[src/rtl/exec_pkg.sv]
// Shared types and widths for the execute stage.
// Latency: n/a (types only).
// Backpressure: n/a (types only).
package exec_pkg;

  localparam int DW         = 8;
  localparam int AW         = 5;
  localparam int MUL_CYCLES = DW;

  typedef enum logic [2:0] {
    OP_ADD = 3'd0,
    OP_SUB = 3'd1,
    OP_AND = 3'd2,
    OP_OR  = 3'd3,
    OP_XOR = 3'd4,
    OP_LSL = 3'd5,
    OP_LSR = 3'd6,
    OP_MUL = 3'd7
  } op_t;

  typedef enum logic [1:0] {
    IDLE = 2'd0,
    ITER = 2'd1,
    WB   = 2'd2
  } state_t;

endpackage

[src/rtl/exec_if.sv]
// Request/write-back bundle between register file and execute stage.
// Latency: n/a (wires only).
// Backpressure: requester must watch busy; start is ignored while busy.
interface exec_if import exec_pkg::*; ();

  logic          start;
  op_t           op;
  logic [DW-1:0] a;
  logic [DW-1:0] b;
  logic [AW-1:0] dst;
  logic          busy;
  logic          wr_en;
  logic [AW-1:0] wr_ptr;
  logic [DW-1:0] wr_data;
  logic          overflow;

  modport master (
    output start, op, a, b, dst,
    input  busy, wr_en, wr_ptr, wr_data, overflow
  );

  modport slave (
    input  start, op, a, b, dst,
    output busy, wr_en, wr_ptr, wr_data, overflow
  );

endinterface

[src/rtl/exec_mul_iter.sv]
// Shift-add multiplier datapath: one multiplier bit per step.
// Latency: MUL_CYCLES steps after load; prod_nxt is the product on the last step.
// Backpressure: none; stepping is fully controlled by the parent FSM.
module exec_mul_iter import exec_pkg::*; (
  input  logic            clk,
  input  logic            reset,
  input  logic            load,
  input  logic            step,
  input  logic [DW-1:0]   a,
  input  logic [DW-1:0]   b,
  output logic [2*DW-1:0] prod_nxt,
  output logic            last
);

  localparam int CW = $clog2(MUL_CYCLES + 1);

  logic [2*DW-1:0] acc_q, acc_d;
  logic [2*DW-1:0] mcand_q, mcand_d;
  logic [DW-1:0]   mplier_q, mplier_d;
  logic [CW-1:0]   cnt_q, cnt_d;

  // Accumulate the shifted multiplicand whenever the current multiplier LSB is set.
  always_comb begin
    acc_d    = acc_q;
    mcand_d  = mcand_q;
    mplier_d = mplier_q;
    cnt_d    = cnt_q;
    prod_nxt = acc_q + (mplier_q[0] ? mcand_q : '0);
    last     = (cnt_q == CW'(1));
    if (load) begin
      acc_d    = '0;
      mcand_d  = {{DW{1'b0}}, a};
      mplier_d = b;
      cnt_d    = CW'(MUL_CYCLES);
    end else if (step) begin
      acc_d    = prod_nxt;
      mcand_d  = mcand_q << 1;
      mplier_d = mplier_q >> 1;
      cnt_d    = cnt_q - CW'(1);
    end
  end

  // Datapath registers, cleared immediately on reset.
  always_ff @(posedge clk or posedge reset) begin
    if (reset) begin
      acc_q    <= '0;
      mcand_q  <= '0;
      mplier_q <= '0;
      cnt_q    <= '0;
    end else begin
      acc_q    <= acc_d;
      mcand_q  <= mcand_d;
      mplier_q <= mplier_d;
      cnt_q    <= cnt_d;
    end
  end

endmodule

[src/rtl/exec_unit.sv]
// 8-bit execute stage: ALU ops in one cycle, shifts and MUL iterate, one write-back beat each.
// Latency: logic ops 1 cycle, shifts 1+b[2:0], MUL 1+MUL_CYCLES from the accepting edge.
// Backpressure: busy high outside IDLE; start is only sampled in IDLE, so issue rate is at most 1 per 2 cycles.
module exec_unit import exec_pkg::*; (
  input  logic clk,
  input  logic reset,
  exec_if.slave bus
);

  state_t        state_q, state_d;
  op_t           op_q, op_d;
  logic [DW-1:0] res_q, res_d;
  logic [2:0]    cnt_q, cnt_d;
  logic [AW-1:0] dst_q, dst_d;
  logic          wr_en_q, wr_en_d;
  logic [AW-1:0] wr_ptr_q, wr_ptr_d;
  logic [DW-1:0] wr_data_q, wr_data_d;
  logic          ovf_q, ovf_d;

  logic            mul_load, mul_step, mul_last;
  logic [2*DW-1:0] mul_prod;
  logic            wb_go, wb_ovf;
  logic [DW-1:0]   wb_data;
  logic [DW:0]     sum, diff;

  exec_mul_iter u_mul (
    .clk      (clk),
    .reset    (reset),
    .load     (mul_load),
    .step     (mul_step),
    .a        (bus.a),
    .b        (bus.b),
    .prod_nxt (mul_prod),
    .last     (mul_last)
  );

  // Next-state and write-back selection; outputs are loaded on the edge that enters WB.
  always_comb begin
    state_d   = state_q;
    op_d      = op_q;
    res_d     = res_q;
    cnt_d     = cnt_q;
    dst_d     = dst_q;
    wr_en_d   = 1'b0;
    wr_ptr_d  = wr_ptr_q;
    wr_data_d = wr_data_q;
    ovf_d     = ovf_q;
    mul_load  = 1'b0;
    mul_step  = 1'b0;
    wb_go     = 1'b0;
    wb_data   = '0;
    wb_ovf    = 1'b0;
    sum       = {1'b0, bus.a} + {1'b0, bus.b};
    diff      = {1'b0, bus.a} - {1'b0, bus.b};

    case (state_q)
      IDLE: begin
        if (bus.start) begin
          op_d  = bus.op;
          dst_d = bus.dst;
          cnt_d = bus.b[2:0];
          case (bus.op)
            OP_ADD: begin wb_go = 1'b1; wb_data = sum[DW-1:0];  wb_ovf = sum[DW];  end
            OP_SUB: begin wb_go = 1'b1; wb_data = diff[DW-1:0]; wb_ovf = diff[DW]; end
            OP_AND: begin wb_go = 1'b1; wb_data = bus.a & bus.b; end
            OP_OR:  begin wb_go = 1'b1; wb_data = bus.a | bus.b; end
            OP_XOR: begin wb_go = 1'b1; wb_data = bus.a ^ bus.b; end
            OP_LSL, OP_LSR: begin
              res_d = bus.a;
              if (bus.b[2:0] == 3'd0) begin
                wb_go   = 1'b1;
                wb_data = bus.a;
              end else begin
                state_d = ITER;
              end
            end
            OP_MUL: begin
              mul_load = 1'b1;
              state_d  = ITER;
            end
          endcase
          if (wb_go) res_d = wb_data;
        end
      end
      ITER: begin
        if (op_q == OP_MUL) begin
          mul_step = 1'b1;
          if (mul_last) begin
            wb_go   = 1'b1;
            wb_data = mul_prod[DW-1:0];
            wb_ovf  = |mul_prod[2*DW-1:DW];
            res_d   = mul_prod[DW-1:0];
          end
        end else begin
          if (op_q == OP_LSL) begin
            wb_ovf = res_q[DW-1];
            res_d  = res_q << 1;
          end else begin
            wb_ovf = res_q[0];
            res_d  = res_q >> 1;
          end
          cnt_d = cnt_q - 3'd1;
          if (cnt_q == 3'd1) begin
            wb_go   = 1'b1;
            wb_data = res_d;
          end
        end
      end
      WB: begin
        state_d = IDLE;
      end
      default: begin
        state_d = IDLE;
      end
    endcase

    // Register 0 is never written; ptr/data only move when a write actually happens.
    if (wb_go) begin
      state_d = WB;
      ovf_d   = wb_ovf;
      wr_en_d = (dst_d != '0);
      if (dst_d != '0) begin
        wr_ptr_d  = dst_d;
        wr_data_d = wb_data;
      end
    end
  end

  // FSM state, captured request and registered write-back outputs.
  always_ff @(posedge clk or posedge reset) begin
    if (reset) begin
      state_q   <= IDLE;
      op_q      <= OP_ADD;
      res_q     <= '0;
      cnt_q     <= '0;
      dst_q     <= '0;
      wr_en_q   <= 1'b0;
      wr_ptr_q  <= '0;
      wr_data_q <= '0;
      ovf_q     <= 1'b0;
    end else begin
      state_q   <= state_d;
      op_q      <= op_d;
      res_q     <= res_d;
      cnt_q     <= cnt_d;
      dst_q     <= dst_d;
      wr_en_q   <= wr_en_d;
      wr_ptr_q  <= wr_ptr_d;
      wr_data_q <= wr_data_d;
      ovf_q     <= ovf_d;
    end
  end

  assign bus.busy     = (state_q != IDLE);
  assign bus.wr_en    = wr_en_q;
  assign bus.wr_ptr   = wr_ptr_q;
  assign bus.wr_data  = wr_data_q;
  assign bus.overflow = ovf_q;

endmodule

[src/flat_wrapper.sv]
// flat-port wrapper written by rule: the top's interface ports become plain ports
module exec_unit_flat import exec_pkg::*;
  (clk, reset, bus_start, bus_op, bus_a, bus_b, bus_dst, bus_busy, bus_wr_en, bus_wr_ptr, bus_wr_data, bus_overflow);
  exec_if bus_i ();
  input  logic clk;
  input  logic reset;
  input wire logic [$bits(bus_i.start)-1:0] bus_start;
  input wire logic [$bits(bus_i.op)-1:0] bus_op;
  input wire logic [$bits(bus_i.a)-1:0] bus_a;
  input wire logic [$bits(bus_i.b)-1:0] bus_b;
  input wire logic [$bits(bus_i.dst)-1:0] bus_dst;
  output wire logic [$bits(bus_i.busy)-1:0] bus_busy;
  output wire logic [$bits(bus_i.wr_en)-1:0] bus_wr_en;
  output wire logic [$bits(bus_i.wr_ptr)-1:0] bus_wr_ptr;
  output wire logic [$bits(bus_i.wr_data)-1:0] bus_wr_data;
  output wire logic [$bits(bus_i.overflow)-1:0] bus_overflow;
  assign bus_i.start = bus_start;
  assign bus_i.op = bus_op;
  assign bus_i.a = bus_a;
  assign bus_i.b = bus_b;
  assign bus_i.dst = bus_dst;
  assign bus_busy = bus_i.busy;
  assign bus_wr_en = bus_i.wr_en;
  assign bus_wr_ptr = bus_i.wr_ptr;
  assign bus_wr_data = bus_i.wr_data;
  assign bus_overflow = bus_i.overflow;
  exec_unit u_core (.clk(clk), .reset(reset), .bus(bus_i));
endmodule
[config.mk]
export PLATFORM = sky130hd
export DESIGN_NAME = exec_unit_flat
export DESIGN_NICKNAME = d
export VERILOG_FILES = /design/src/rtl/exec_pkg.sv /design/src/rtl/exec_if.sv /design/src/rtl/exec_mul_iter.sv /design/src/rtl/exec_unit.sv /design/src/flat_wrapper.sv
export SDC_FILE = /design/constraint.sdc
export NUM_CORES = 1
export LEC_CHECK = 0
export BUFFER_PORTS_ARGS = -buffer_cell sky130_fd_sc_hd__buf_2
export CORE_MARGIN = 2
export CORE_UTILIZATION = 50
export DETAILED_ROUTE_END_ITERATION = 6
export PLACE_DENSITY_LB_ADDON = 0.12
export REMOVE_ABC_BUFFERS = 1
export SYNTH_ARGS = -nofsm -noshare
export SYNTH_HDL_FRONTEND = slang
export SYNTH_SLANG_ARGS = --single-unit
[constraint.sdc]
create_clock -name clk -period 5.2 [get_ports clk]
set_clock_uncertainty 0.2 [all_clocks]
set_input_delay 0.26 -clock clk [delete_from_list [all_inputs] [get_ports clk]]
set_output_delay 0.26 -clock clk [all_outputs]
set_load 0.01 [all_outputs]
==> results of run 1 <==
## logic make-up after synthesis
group,synth area share
flops,0.350
compound gates,0.269
xor+xnor,0.0291
mux,0.0239
fa+ha+maj,0.105
buf+inv,0.0508
simple gates,0.172
## how the worst max path moves through the flow
stage / to / slack (ps) / cells after the start
2_1_floorplan: u_core.u_mul.acc_q[10] / 1480 / 4
3_3_place_gp: u_core.bus.overflow / 1790 / 10
3_5_place_dp: u_core.bus.wr_data[0] / 1690 / 7
4_1_cts: u_core.bus.overflow / 1660 / 10
5_1_grt: u_core.bus.overflow / 1370 / 10
6_report: u_core.bus.overflow / 1640 / 10
## registers in the layout, summed over array words and instances (netlist names)
| register | flops |
|---|---|
| u_core.state_q | 2 |
| u_core.u_mul.cnt_q | 4 |
| u_core.bus.wr_ptr | 5 |
| u_core.dst_q | 5 |
| u_core.op_q | 3 |
| u_core.u_mul.mplier_q | 8 |
| u_core.u_mul.mcand_q | 16 |
| u_core.bus.wr_en | 1 |
| u_core.res_q | 8 |
| u_core.cnt_q | 3 |
| u_core.bus.wr_data | 8 |
| u_core.u_mul.acc_q | 16 |
| u_core.bus.overflow | 1 |
## metal layers
layer | global-route usage | vias to the layer above
met1 | 0.343 | 2499
met3 | 0.0416 | 33
li1 | - | 2453
met4 | 0.104 | 0
met2 | 0.413 | 162
met5 | 0 | -
## cells in the final DEF, fill, tap and decap left out, drive strengths merged, types with 6 or more instances in the layout
| cell type | instances |
|---|---|
| nor3 | 8 |
| a211oi | 10 |
| xnor2 | 10 |
| nor2b | 7 |
| xor2 | 9 |
| buf | 48 |
| dlygate4sd3 | 6 |
| clkbuf | 11 |
| a31oi | 8 |
| nand2 | 97 |
| inv | 41 |
| o211ai | 6 |
| nor3b | 8 |
| o21a | 6 |
| dfrtp | 80 |
| a21oi | 53 |
| nand3 | 10 |
| a22o | 21 |
| nor2 | 40 |
| mux2i | 8 |
| a21o | 6 |
| a22oi | 16 |
| ha | 43 |
| o21ai | 44 |
| nand2b | 7 |
| and2 | 18 |
## area by class of cell
type,count,area [sq um],share of cell area
clock buffers,11,243,0.0380
flip-flops and latches,80,2000,0.313
inverters,40,151,0.0237
well taps,143,179,0.0280
clock inverters,5,63.8,0.00999
repair buffers,54,315,0.0494
multi-input cells,509,3430,0.538
## worst max-delay path: stages, from the launching register on
cell,delay [ps]
dfrtp_1,510
and2_1,200
ha_1,250
fa_1,450
a21oi_1,250
o221ai_1,230
a211o_1,360
xor2_1,170
a2111oi_0,380
nor3b_1,300
a41oi_2,140
## power by group through the flow
stage	combinational (uW)	sequential [uW]	clock, uW
2_1_floorplan	916	1090	0
3_3_place_gp	1270	1110	0
3_5_place_dp	1290	1130	0
4_1_cts	1300	1120	674
5_1_grt	1460	1160	699
6_report	1310	1120	664
## metrics by stage
step                instance area, sq um  utilization  hold WS, ps  std cells
finish                              6390        0.567         12.5        842
global placement                    6020        0.534          258        820
floorplan                           5580            -          177        629
CTS                                 6390        0.567         4.92        842
detailed placement                  6020        0.534          263        820
global route                        6390        0.567         21.1        842
==> results.json, run 1 <==
{
  "die_y_um": 111,
  "place_ws_ps": 1690,
  "nNetsFinal": 767,
  "cts_max_path_buffers": 2,
  "fillers": 1042,
  "finalSetupTns_ps": 0,
  "area.growth.synth_to_final_pct": 11.8,
  "ant_nets": 0,
  "r2r-end": "u_core.bus.overflow",
  "slew_headroom": 0.322,
  "grt_max_degree": 81,
  "cp-start-kind": "register",
  "p_comb_frac": 0.423,
  "synth_cell_type_count": 71,
  "p_clk_frac": 0.215,
  "firstDrtPassIters": 5,
  "port_buffers": 42,
  "antenna_found_initial": 0,
  "synthCells": 664,
  "worst_slack_ps": 1640,
  "routed.top_layer": "met4",
  "p_leak_uw": 0.00301,
  "post-route-period-util": 0.685,
  "path_clk_slew_ps": 70,
  "route.detailed.drc": 0,
  "switching_share": 0.416,
  "cts_tree": "yes",
  "worst_pin_slew_ps": 1020,
  "r2r_cells": 10,
  "holdPathEnd": "u_core.dst_q[4]",
  "synth.cell_area_sq_um": 5720,
  "min_path_cells": 3,
  "slew_violations": 0,
  "routed_wl_mm": 15.4,
  "yosys-top-cells-area": "dfrtp_1, ha_1, nand2_1",
  "grt_setup_unrepaired": "no",
  "synth_commonest_cells": "nand2_1, dfrtp_1, a21oi_1",
  "initial_core_util": 0.507,
  "synth-seq-cells": 80,
  "path_class": "reg -> reg",
  "dieWidth_um": 111,
  "cts_setup_buffers": 0,
  "power_uw": 3100,
  "vdd_ir_drop_max_mv": 0.240,
  "cts_hold_buf": 6,
  "yosys_most_used_dff": "dfrtp_1",
  "met1_length_mm": 6.93,
  "row_count": 39,
  "n_antenna_cell": 0,
  "power_frac_seq": 0.363,
  "synth-async-reset-ratio": 1.00,
  "period_needed_ps": 3560,
  "globalplace.congestion": 0.966,
  "met3_length_um": 759,
  "cts_resized": 0,
  "grt_pass1_wl_mm": 25.4,
  "p_per_area_nw_per_um2": 485,
  "dr_total_vias": 5147,
  "htree_levels": 3,
  "syn_area_per_cell_sq_um": 8.61,
  "drtIter0Drc": 377,
  "routed_via_density": 6.11,
  "yosysTopAreaCellShare": 0.350,
  "clock_latency_ps": 340,
  "seq_area_frac_synth": 0.350,
  "cap_violations": 0,
  "num_io_pins": 43,
  "reg2reg_from": "u_core.u_mul.mplier_q[0]",
  "dp_hpwl_mm": 11.0,
  "min_from": "bus_dst[4]",
  "synth-edff-count": 0,
  "wl_per_cell_um": 18.3,
  "grt_util_all_layers": 0.255,
  "hp-class": "in -> reg",
  "worstPathRequired_ps": 5220,
  "synth.most_common_cell": "nand2_1",
  "gr-total-overflow": 0,
  "crit_arrival_ps": 3580,
  "intPower_uw": 1810,
  "grt_pass1_vias": 4946,
  "cp_max_fo": 17,
  "yosysWarnings": 0,
  "cts-root-buf": "clkbuf_16",
  "fmax_mhz": 281,
  "dr_wl_met2_mm": 7.28,
  "dieArea_sq_um": 12300,
  "finalSetupViolations": 0,
  "outcome": "finished, final reports clean",
  "switching_power_uw": 1290,
  "end_kind": "register",
  "core_sq_um": 11300,
  "startpoint": "u_core.u_mul.mplier_q[0]",
  "numCtsBuffers": 9,
  "cts_sinks": 80,
  "finalHoldViolCount": 0,
  "r2r_slack_ps": 1640,
  "synth_top_area_cell": "dfrtp_1",
  "drive_gt1_frac": 0.123
}
Note: power is estimated with default switching activity, not from simulation.
==> run 2: changes to the inputs <==
clock period = 3.5 ns   (was 5.2 ns; I/O delays follow)
==> run 2 against run 1 <==
- global-route usage is 0.94 points higher
- core utilization is 2.1 points higher
- clock power is 46% higher
- worst hold slack gained 23 ps
- routed wire length is 0.58% higher
- final cell count increased by 3.1%
- maximum frequency up 5.0%
- count of clock-buffer cells in the layout stayed put
- register-to-register slack worse by 1500 ps
- critical path depth unchanged
==> results.json, run 2 (synthesis gave the netlist of run 1 again) <==
{
  "outcome": "finished, final reports clean",
  "dieWidth_um": 111,
  "finalSetupViolations": 0,
  "cts_tree": "yes",
  "cp-start-kind": "register",
  "routed_wl_mm": 15.5,
  "cts_setup_buffers": 0,
  "numCtsBuffers": 9,
  "holdWs_ps": 35.3,
  "htree_levels": 3,
  "finalHoldViolCount": 0,
  "antenna_found_initial": 0,
  "slew_headroom": 0.520,
  "worst_slack_ps": 108,
  "die_y_um": 111,
  "final_util": 0.588,
  "final_common_cell": "nand2_1",
  "power_frac_seq": 0.351,
  "cts-root-buf": "clkbuf_16",
  "ant_nets": 0,
  "switching_power_uw": 1910,
  "finalSetupTns_ps": 0,
  "cts_sinks": 80,
  "p_clk_frac": 0.208,
  "dieArea_sq_um": 12300,
  "cts_max_path_buffers": 2,
  "grt_max_degree": 42,
  "globalplace.congestion": 0.927,
  "grt_util_all_layers": 0.265,
  "switching_share": 0.410,
  "path_clk_slew_ps": 60,
  "gr-total-overflow": 0,
  "reg_top3": "u_core.u_mul.acc_q: 16 flops, u_core.u_mul.mcand_q: 16 flops",
  "critical-path-max-stage-delay_ps": 440,
  "intPower_uw": 2740,
  "num_io_pins": 43,
  "fmax_mhz": 295,
  "worstPathRequired_ps": 3520,
  "routed_via_density": 6.00,
  "drtIter0Drc": 373,
  "drive_gt1_frac": 0.134,
  "route.detailed.drc": 0,
  "cap_violations": 0,
  "area.growth.synth_to_final_pct": 16.0,
  "wl_per_cell_um": 17.8,
  "cp_max_fo": 3,
  "n_antenna_cell": 0,
  "end_kind": "register",
  "dr_total_vias": 5209,
  "clock_latency_ps": 350,
  "hp-class": "in -> reg",
  "worst_pin_slew_ps": 719,
  "path_class": "reg -> reg",
  "crit_slowest_cell": "fa_1",
  "dp_hpwl_mm": 11.6,
  "final_cell_mix": "nand2_1, dfrtp_1, a21oi_1",
  "p_leak_uw": 0.00313,
  "grt_pass1_wl_mm": 26.1,
  "grt_pass1_vias": 5150,
  "crit_arrival_ps": 3410,
  "firstDrtPassIters": 7,
  "slew_violations": 0,
  "port_buffers": 42,
  "crit_chain": "and2_1, ha_1, fa_1, a21oi_1, o221ai_1, a211o_1, xor2_1, a2111oi_0, nor3b_2, a41oi_2",
  "period_needed_ps": 3390,
  "place_ws_ps": 168,
  "p_per_area_nw_per_um2": 701,
  "core_sq_um": 11300,
  "vdd_ir_drop_max_mv": 0.505,
  "initial_core_util": 0.507,
  "post-route-period-util": 0.969,
  "p_comb_frac": 0.441,
  "nNetsFinal": 793,
  "row_count": 39
}
-- run 2: layout make-up --
| type | instances | area [sq um] |
|---|---|---|
| flip-flops and latches | 80 | 2000 |
| clock buffers | 11 | 243 |
| multi-input cells | 509 | 3440 |
| fillers | 1010 | 4640 |
| well taps | 143 | 179 |
| repair buffers | 80 | 551 |
| inverters | 40 | 151 |
| clock inverters | 5 | 63.8 |
-- run 2: routing by layer --
metal / global-route usage / vias up / share of wire
li1: - / 2506 / -
met1: 0.341 / 2513 / 0.45
met4: 0.133 / 0 / 0.037
met3: 0.0421 / 35 / 0.043
met2: 0.433 / 155 / 0.47
met5: 0 / - / 0
-- run 2: final timing paths --
| path | end | start | depth (start not counted) | slack [ps] |
|---|---|---|---|---|
| max | u_core.bus.overflow | u_core.u_mul.mcand_q[0] | 10 | 110 |
| max reg2reg | u_core.bus.overflow | u_core.u_mul.mcand_q[0] | 10 | 110 |
| min in group asynchronous | u_core.u_mul.cnt_q[2] | reset | 3 | 270 |
| max in group asynchronous | u_core.u_mul.mcand_q[14] | reset | 4 | 1840 |
| min | u_core.op_q[0] | bus_op[0] | 2 | 40 |
| min reg2reg | u_core.bus.wr_ptr[4] | u_core.bus.wr_ptr[4] | 2 | 280 |
-- run 2: power by group through the flow --
stage / Clock [uW] / Combinational (uW) / Sequential, uW
floorplan: 0 / 1360 / 1620
global placement: 0 / 1980 / 1620
detailed placement: 0 / 2010 / 1640
CTS: 993 / 2040 / 1620
global route: 1030 / 2300 / 1680
finish: 967 / 2050 / 1630
-- run 2: worst max-delay path: cells and delay by family (launching register included) --
family | cells | cell delay, ps
fa+ha+maj | 2 | 680
compound gates | 5 | 1380
simple gates | 2 | 430
xor+xnor | 1 | 170
flops | 1 | 400
-- run 2: per-stage QoR --
stage	instance area, sq um	std cells	power (uW)
global placement	6100	830	3600
finish	6630	868	4640
CTS	6620	868	4660
global route	6630	868	5010
floorplan	5580	629	2980
detailed placement	6100	830	3650
-- run 2: timing repair --
| action | 4_1_cts | 5_1_grt |
|---|---|---|
| endpoints found under the setup margin | 0 | 1 |
| gates resized for setup | 0 | 1 |
| hold buffers | 22 | 0 |
| endpoints found under the hold margin | 64 | 0 |
